===== src/rtl/demux_stream.sv =====
// 1-to-4 registered stream demultiplexer: each accepted word lands in the holding
// register of the channel picked by sel and is handed off with a per-channel valid/ready.
module demux_stream #(
    parameter int WIDTH = 8,
    parameter int CNTW  = 8
) (
    input  logic             clk,
    input  logic             rst,
    input  logic [WIDTH-1:0] in,
    input  logic [1:0]       sel,
    input  logic             in_valid,
    output logic             in_ready,
    output logic [WIDTH-1:0] out0,
    output logic [WIDTH-1:0] out1,
    output logic [WIDTH-1:0] out2,
    output logic [WIDTH-1:0] out3,
    output logic [3:0]       out_valid,
    input  logic [3:0]       out_ready,
    output logic [CNTW-1:0]  accept_count
);

    // Handshake: a transfer happens on a rising edge where valid and ready are both 1.
    // in_ready depends only on sel and the selected channel's state/out_ready, never on
    // in_valid; a producer seeing in_ready=0 with in_valid=1 holds in and sel.
    typedef enum logic {
        EMPTY = 1'b0,
        FULL  = 1'b1
    } chan_state_t;

    chan_state_t            state_q [4];
    chan_state_t            state_d [4];
    logic [WIDTH-1:0]       data_q  [4];
    logic [CNTW-1:0]        count_q;
    logic                   accept;
    logic [3:0]             deliver;

    always_comb begin
        in_ready = (state_q[sel] == EMPTY) | out_ready[sel];
        accept   = in_valid & in_ready & ~rst;
        deliver  = 4'b0000;
        for (int k = 0; k < 4; k++) begin
            state_d[k] = state_q[k];
            deliver[k] = (state_q[k] == FULL) & out_ready[k];
            // An accept into a channel that delivers this cycle keeps it FULL.
            if (accept && (sel == 2'(k))) begin
                state_d[k] = FULL;
            end else if (deliver[k]) begin
                state_d[k] = EMPTY;
            end
        end
    end

    always_ff @(posedge clk) begin
        if (rst) begin
            for (int k = 0; k < 4; k++) begin
                state_q[k] <= EMPTY;
                data_q[k]  <= '0;
            end
            count_q <= '0;
        end else begin
            for (int k = 0; k < 4; k++) begin
                state_q[k] <= state_d[k];
            end
            if (accept) begin
                data_q[sel] <= in;
                count_q     <= count_q + 1'b1;
            end
        end
    end

    always_comb begin
        for (int k = 0; k < 4; k++) begin
            out_valid[k] = (state_q[k] == FULL);
        end
    end

    assign out0         = data_q[0];
    assign out1         = data_q[1];
    assign out2         = data_q[2];
    assign out3         = data_q[3];
    assign accept_count = count_q;

endmodule


===== config.mk =====
export PLATFORM = sky130hd
export DESIGN_NAME = demux_stream
export DESIGN_NICKNAME = d
export VERILOG_FILES = /design/src/rtl/demux_stream.sv
export SDC_FILE = /design/constraint.sdc
export NUM_CORES = 1
export LEC_CHECK = 0
export BUFFER_PORTS_ARGS = -buffer_cell sky130_fd_sc_hd__buf_4
export CORE_MARGIN = 8
export CORE_UTILIZATION = 45
export CTS_CLUSTER_SIZE = 8
export DETAILED_ROUTE_END_ITERATION = 12
export GPL_ROUTABILITY_DRIVEN = 0
export PLACE_DENSITY = 0.73
export SYNTH_ARGS = -nofsm -noshare
export SYNTH_HDL_FRONTEND = slang
export SYNTH_SLANG_ARGS = --single-unit

===== constraint.sdc =====
create_clock -name clk -period 3 [get_ports clk]
set_clock_uncertainty 0.15 [all_clocks]
set_input_delay 0.9 -clock clk [delete_from_list [all_inputs] [get_ports clk]]
set_output_delay 0.9 -clock clk [all_outputs]
set_load 0.01 [all_outputs]

==> results of run 1 <==
[cells in the final DEF (no fill, tap or decap), drive strengths merged]
cell type and n:
nor3 1, inv 4, and2 30, or3 8, nor2 2, nand4 4, or2 3, mux4 1
o22ai 1, nor3b 1, o21a 1, clkinv 1, bufinv 1, edfxtp 32, and3 4, ha 1
nand2b 1, nor4 1, buf 65, a21o 2, dfxtp 12, a21oi 8, clkinvlp 1, nor2b 6
o21ai 9, clkbuf 5, nand2 5
[metal layers]
| layer | track usage (%) | routed length (um) | vias to the layer above |
|---|---|---|---|
| li1 | - | - | 642 |
| met1 | 14.2 | 1730 | 624 |
| met2 | 20.8 | 1880 | 50 |
| met3 | 5.63 | 382 | 5 |
| met4 | 4.44 | 44 | 0 |
| met5 | 0 | 0 | - |
[final cells by class]
class | instances | area, um^2 | area share [%]
clock inverters | 3 | 42.5 | 1.75
flip-flops and latches | 44 | 1200 | 49.3
clock buffers | 5 | 68.8 | 2.82
inverters | 4 | 15.0 | 0.616
well taps | 50 | 62.6 | 2.57
multi-input cells | 89 | 558 | 22.9
repair buffers | 65 | 488 | 20.0
[sequential cells by signal, indices dropped and copies added, names as in the netlist]
| signal | flops |
|---|---|
| data_q | 32 |
| state_q | 4 |
| accept_count | 8 |
[metrics by stage]
| stage | std cells | hold slack, ns |
|---|---|---|
| 3_5_place_dp | 252 | 0.349 |
| 4_1_cts | 260 | 0.362 |
| 5_1_grt | 260 | 0.412 |
| 6_report | 260 | 0.362 |
| 2_1_floorplan | 144 | 0.341 |
| 3_3_place_gp | 252 | 0.328 |
[power by group through the flow]
| stage | logic (mW) | clock network [mW] | registers (mW) |
|---|---|---|---|
| finish | 0.126 | 0.440 | 0.689 |
| global route | 0.138 | 0.472 | 0.692 |
| CTS | 0.129 | 0.451 | 0.689 |
| detailed placement | 0.128 | 0 | 0.703 |
| global placement | 0.125 | 0 | 0.702 |
| floorplan | 0.0420 | 0 | 0.714 |
[how the worst max path moves through the flow]
stage,from,end,slack (ns)
2_1_floorplan,out_ready[0],in_ready,0.19
3_3_place_gp,sel[1],in_ready,0.24
3_5_place_dp,out_ready[0],in_ready,0.22
6_report,out_ready[0],in_ready,0.21
5_1_grt,out_ready[0],in_ready,0.18
4_1_cts,out_ready[0],in_ready,0.22
[worst max-delay path: cells and delay by family]
kind / cells / cell delay [ns]
buf+inv: 3 / 0.28
mux: 1 / 0.31
simple gates: 1 / 0.25
[logic make-up (layout without fill, tap and decap cells)]
logic type	Yosys count	count (layout)	synth area share (%)
AOI/OAI and AO/OA	21	21	6.26
adders and majority gates	1	1	0.688
buffers and inverters	11	77	3.23
DFF	44	44	66.1
muxes	1	1	1.24
and+or+nand+nor	66	66	22.5
==> impl_summary.log, run 1 <==
[metrics] level count of the clock H-tree: 2
[metrics] count of flip-flops with a built-in enable after synthesis: 32
[metrics] share of Yosys cell area claimed by the top area cell type: around 53%
[metrics] pin count of the biggest net entering global routing: 19
[metrics] number of pins exceeding their max-slew limit in the final report: 0
[metrics] P_sw: approximately 0.27 mW
[metrics] core utilization of the finished layout: just over 60%
[metrics] core area: slightly below 4000 um^2
[metrics] Net Sw Frac: a little over a fifth
[metrics] number of antenna repair diodes: 0
[metrics] critical path peak fanout: 3
[metrics] crit path time final: 2.79 ns
[metrics] final hold violations: 0
[metrics] share of flip-flops with an asynchronous set or reset: 0%
[metrics] total I/O pin count: between 60 and 70
[metrics] outcome: completed
[metrics] Hold WC Path Type: reg -> reg
[metrics] number of gates given a new drive strength after cts: 0
[metrics] top post-synthesis cells by count: 32 x sky130_fd_sc_hd__edfxtp_1, 30 x sky130_fd_sc_hd__and2_1, 12 x sky130_fd_sc_hd__dfxtp_1
[metrics] Worst Setup Start Kind: input pin
[metrics] share of the cycle needed by the critical path after routing: around 93%
[metrics] wire per inst: around 16 um
[metrics] global route total overflow: 0
[metrics] initial antenna violation count: 0
[metrics] Nets: 227
[metrics] Gate power share: just over 10%
[metrics] CTS tree: yes
[metrics] number of nets produced by synthesis: between 150 and 200
[metrics] clk sinks: 44
[metrics] CTS max path bufs: 2
[metrics] most frequent cell on the critical path: sky130_fd_sc_hd__buf_4
[metrics] all-layer global routing usage: 12.7%
[metrics] Post-CTS Repair Setup Buffers: 0
[metrics] Final Total Pwr: between 1 and 1.5 mW
[metrics] Slew HR: 75.2%
[metrics] drc violations: 0
[metrics] Reg2Reg Setup Slack: about 0.84 ns
[metrics] final setup vio count: 0
[metrics] via density per instance: 5.08
[metrics] internal power contribution: 0.987 mW
[metrics] Flop pwr share: between 50% and 60%
[metrics] WP data arrival: between 1.5 and 2 ns
[metrics] cell accounting for the most synthesized area: sky130_fd_sc_hd__edfxtp_1
[metrics] Critical R2R Launch: state_q[0]
[metrics] share of post-route cells with drive strength above 1: a little over a third
[metrics] kind of critical path: in -> out
[metrics] Setup TNS: 0 ns
[metrics] portion of total power attributed to the clock network: 35.1%
[metrics] Post-Place Worst Slack: about 0.22 ns
[metrics] length in cells of the worst reg-to-reg path: 5
[metrics] design area: approximately 2400 um^2
[metrics] cell-by-cell trace of the critical path: buf_4 > nor2b_1 > mux4_2 > inv_1 > buf_4
[metrics] Buffers on Ports: around 60
[metrics] cell types occupying the most area after synthesis: sky130_fd_sc_hd__edfxtp_1 53%, sky130_fd_sc_hd__dfxtp_1 13%, sky130_fd_sc_hd__and2_1 10%
[metrics] hold-critical path endpoint: accept_count[7]
[metrics] reported leakage power: about 1.1 nW
[metrics] CTS buffer count: 5
[metrics] Die Span X: around 80 um
[metrics] average cell area after synthesis: 12.6 um^2
[metrics] number of distinct library cells after synthesis: 27
[metrics] root buffer selected by CTS: sky130_fd_sc_hd__clkbuf_8
[metrics] sequential element share of the synthesized area: around two thirds
[metrics] standard cell with the maximum stage delay on the critical path: sky130_fd_sc_hd__mux4_2
[metrics] least setup slack across all paths after layout: 0.210 ns
[metrics] Pre-Repair DR Iteration Count: 4
[metrics] kind of end point of the critical path: output port
[metrics] wire length of the first global-routing pass: between 6 and 7 mm
[metrics] starting density of the core: between 40% and 50%
[metrics] wire length reported by the detailed router: about 4.0 mm
[metrics] required arrival time at the worst endpoint: a little under 2 ns
[metrics] area of the die: 6330 um^2
[metrics] Chip Height: approximately 80 um
[metrics] synthesized instance count: 144
[metrics] dominant cell by count in the synthesized netlist: sky130_fd_sc_hd__edfxtp_1
[metrics] Row Count: 23
[metrics] maximum operating frequency: ~360 MHz
[metrics] area after detailed placement: roughly 2300 um^2
[metrics] top flip-flop cell by instance count after synthesis: sky130_fd_sc_hd__edfxtp_1
[metrics] RSZ-0062 raised after global routing: no
[metrics] maximum single-stage delay on the critical path: around 0.31 ns
[metrics] number of violations reported at the end of detailed-routing iteration 0: 60
[metrics] total vias in the final route: about 1300
[metrics] flip-flop and latch count after synthesis: 44
[metrics] cell depth of the worst hold path: 2
[metrics] Synthesis Warnings: 0
[metrics] start point of the worst min-delay path: accept_count[7]
[metrics] Least-Margin Pin Slew: roughly 0.37 ns
[metrics] reg-to-reg critical path endpoint: data_q[3][3]
[metrics] Fill cells: 317
[metrics] clock latency on the worst-skew pair: 0.29 ns
[metrics] number of buffers added to fix hold violations after cts: 0
[metrics] reported max-cap violation count: 0
[metrics] Cell Area, Synth: between 1500 and 2000 um^2
[metrics] detailed-placement wirelength estimate: around 3.1 mm
[metrics] Worst-path clk slew: approximately 0.08 ns
[metrics] Post-DRT Antenna Nets: 0
[metrics] Power per Cell Area: roughly 520 nW/um^2
[metrics] via count of the first global-routing pass: 1320
[metrics] largest vdd supply drop: 0.347 mV
[metrics] Area growth, synth to finish: 34.0%
(Power assumes the default switching activity.)
==> inputs of run 2 (changes only) <==
--- a/config.mk
+++ b/config.mk
@@ -5,7 +5,7 @@
 export SDC_FILE = /design/constraint.sdc
 export NUM_CORES = 1
 export LEC_CHECK = 0
-export BUFFER_PORTS_ARGS = -buffer_cell sky130_fd_sc_hd__buf_4
+export BUFFER_PORTS_ARGS = -buffer_cell sky130_fd_sc_hd__buf_2
 export CORE_MARGIN = 8
 export CORE_UTILIZATION = 45
 export CTS_CLUSTER_SIZE = 8
==> run 2 against run 1 <==
  * Via count down 1.6%
  * Highest routed layer unchanged
  * Sequential cell count stayed put
  * Clock-buffer cell count unchanged
  * Die area unchanged
  * Total power fell by 2.7%
  * Utilization is 4.0 points lower
  * Global-route usage rose by 0.30 points
  * Non-clock buffer count unchanged
  * Final area shrank 6.5%
  * Clock power down 3%
==> impl_summary.log, run 2 (synthesis results as in run 1) <==
[metrics] number of violations reported at the end of detailed-routing iteration 0: 63 (+5.0%)
[metrics] fraction of met3 tracks used by global routing: 5.07% (-0.56 points)
[metrics] Worst-path clk slew: 0.08 ns (about the same)
[metrics] level count of the clock H-tree: 2 (unchanged)
[metrics] CP bufs+invs: 3 (unchanged)
[metrics] kind of critical path: in -> out
[metrics] internal power contribution: 0.964 mW (-2.4%)
[metrics] leading cell type in the layout, fill and taps excluded: sky130_fd_sc_hd__buf_2
[metrics] Flop pwr share: 56.3% (+1.4 points)
[metrics] Row Count: 23 (unchanged)
[metrics] pin count of the biggest net entering global routing: 19 (unchanged)
[metrics] Post-CTS Repair Setup Buffers: 0 (unchanged)
[metrics] met1 Track Usage GR: 14.4% (+0.24 points)
[metrics] number of gates given a new drive strength after cts: 0 (unchanged)
[metrics] Die Span X: 79.6 um (unchanged)
[metrics] leading cell types in the layout, fill and taps excluded: 61 x sky130_fd_sc_hd__buf_2, 32 x sky130_fd_sc_hd__edfxtp_1, 30 x sky130_fd_sc_hd__and2_1, 12 x sky130_fd_sc_hd__dfxtp_1
[metrics] clock latency on the worst-skew pair: 0.29 ns (about the same)
[metrics] total I/O pin count: 62 (unchanged)
[metrics] area after detailed placement: 2170 um^2 (-6.6%)
[metrics] Final Total Pwr: 1.22 mW (-2.7%)
[metrics] Net Sw Frac: 21.1% (-0.25 points)
[metrics] Critical R2R Launch: state_q[0]
[metrics] CTS max path bufs: 2 (unchanged)
[metrics] cell-by-cell trace of the critical path: buf_2 > mux4_2 > inv_1 > buf_2
[metrics] all-layer global routing usage: 13.0% (+0.30 points)
[metrics] maximum single-stage delay on the critical path: 0.53 ns (+0.22 ns)
[metrics] kind of end point of the critical path: output port
[metrics] Area growth, synth to finish: 25.3%
[metrics] CTS buffer count: 5 (unchanged)
[metrics] maximum operating frequency: 356 MHz (-0.76%)
[metrics] Top Usage Layer GRT: met2
[metrics] number of pins exceeding their max-slew limit in the final report: 0 (unchanged)
[metrics] hold_ws: 0.353 ns (-0.00910 ns)
[metrics] reported max-cap violation count: 0 (unchanged)
[metrics] core area: 3940 um^2 (unchanged)
[metrics] most frequent cell on the critical path: sky130_fd_sc_hd__buf_2
[metrics] clk sinks: 44 (unchanged)
[metrics] Slew HR: 74.7% (-0.53 points)
[metrics] Worst Setup Start Kind: input pin
[metrics] P_sw: 0.258 mW (-3.8%)
[metrics] Hold WC Path Type: reg -> reg
[metrics] wire length of the first global-routing pass: 6.49 mm (+4.1%)
[metrics] share of the cycle needed by the critical path after routing: 93.7% (+0.72 points)
[metrics] RSZ-0062 raised after global routing: no
[metrics] number of antenna repair diodes: 0 (unchanged)
[metrics] Power per Cell Area: 536 nW/um^2 (+4.1%)
[metrics] drc violations: 0 (unchanged)
[metrics] met2 track demand over resource: 22.2% (+1.4 points)
[metrics] initial antenna violation count: 0 (unchanged)
[metrics] largest vdd supply drop: 0.242 mV (-30%)
[metrics] design area: 2280 um^2 (-6.5%)
[metrics] WP data arrival: 1.76 ns (+0.02 ns)
[metrics] share of post-route cells with drive strength above 1: 35.7% (-0.95 points)
[metrics] final hold violations: 0 (unchanged)
[metrics] global route total overflow: 0 (unchanged)
[metrics] Most flops, register: data_q
[metrics] final setup vio count: 0 (unchanged)
[metrics] Least-Margin Pin Slew: 0.380 ns (+0.00792 ns)
[metrics] kind of cell adding the most delay to the critical path: multiplexers
[metrics] CTS tree: yes
[metrics] Gate power share: 8.7% (-1.4 points)
[metrics] number of flip-flops under the largest register name: 32 (unchanged)
[metrics] Buffers on Ports: 61 (unchanged)
[metrics] area of the die: 6330 um^2 (unchanged)
[metrics] portion of total power attributed to the clock network: 35.0% (about the same)
[metrics] wire length reported by the detailed router: 3.93 mm (-2.6%)
[metrics] number of buffers added to fix hold violations after cts: 0 (unchanged)
[metrics] Nets: 227 (unchanged)
[metrics] wire per inst: 15.1 um (-2.6%)
[metrics] detailed-placement wirelength estimate: 3.06 mm (-2.4%)
[metrics] via count of the first global-routing pass: 1380 (+4.5%)
[metrics] Post-DRT Antenna Nets: 0 (unchanged)
[metrics] core utilization of the finished layout: 57.8% (-4.0 points)
[metrics] required arrival time at the worst endpoint: 1.95 ns (about the same)
[metrics] total vias in the final route: 1300 (-1.6%)
[metrics] crit path time final: 2.81 ns (+0.0215 ns)
[metrics] outcome: completed
[metrics] Chip Height: 79.6 um (unchanged)
[metrics] standard cell with the maximum stage delay on the critical path: sky130_fd_sc_hd__mux4_2
[metrics] Pre-Repair DR Iteration Count: 4 (unchanged)
[metrics] starting density of the core: 46.1% (unchanged)
[metrics] via density per instance: 5.00 (-1.6%)
[metrics] critical path peak fanout: 5 (+2)
[metrics] reported leakage power: 1.02 nW (-2.9%)
[metrics] Setup TNS: 0 ns (unchanged)
[metrics] start point of the worst min-delay path: accept_count[5]
[metrics] origin of the worst setup path: sel[1]
[metrics] root buffer selected by CTS: sky130_fd_sc_hd__clkbuf_8
-- run 2: cell types whose count changed in the layout (fill, tap and decap cells not counted), sizes merged --
cell,change
clkinv,+1
clkinvlp,-1
-- run 2: routing by layer --
metal	vias up	wire (um)
li1	634	-
met1	612	1640
met2	49	1900
met3	5	336
met4	0	53
met5	-	0
-- run 2: final timing paths --
check                          to  slack, ns  depth (start not counted)
setup / recovery         in_ready       0.19                          4
hold / removal    accept_count[5]       0.35                          2
setup reg to reg     data_q[3][4]       0.86                          5
hold reg to reg   accept_count[5]       0.35                          2
-- run 2: stage by stage --
stage	cells	worst slack, ns
after floorplan	144	0.189
after global placement	252	0.206
after detailed placement	252	0.194
after CTS	260	0.190
after global routing	260	0.158
final	260	0.188
-- run 2: layout make-up --
type	count	area, um^2
multi-input cells	89	558
fillers	355	1660
well taps	50	62.6
repair buffers	65	335
clock buffers	5	68.8
clock inverters	3	37.5
flip-flops and latches	44	1200
inverters	4	15.0
-- run 2: worst register-to-register path: stages (launching register included) --
cell                      delay [ns]
sky130_fd_sc_hd__dfxtp_1        0.30
sky130_fd_sc_hd__nor2b_1        0.16
sky130_fd_sc_hd__mux4_2         0.49
sky130_fd_sc_hd__buf_4          0.21
sky130_fd_sc_hd__nor3_2         0.14
sky130_fd_sc_hd__or2_1          0.35
-- run 2: power groups by stage --
stage                     Sequential [mW]  Clock (mW)  Combinational (mW)
final                               0.687       0.428               0.106
after detailed placement            0.702           0               0.109
after global routing                0.690       0.468               0.119
after global placement              0.701           0               0.106
after CTS                           0.688       0.445               0.109
after floorplan                     0.714           0              0.0420
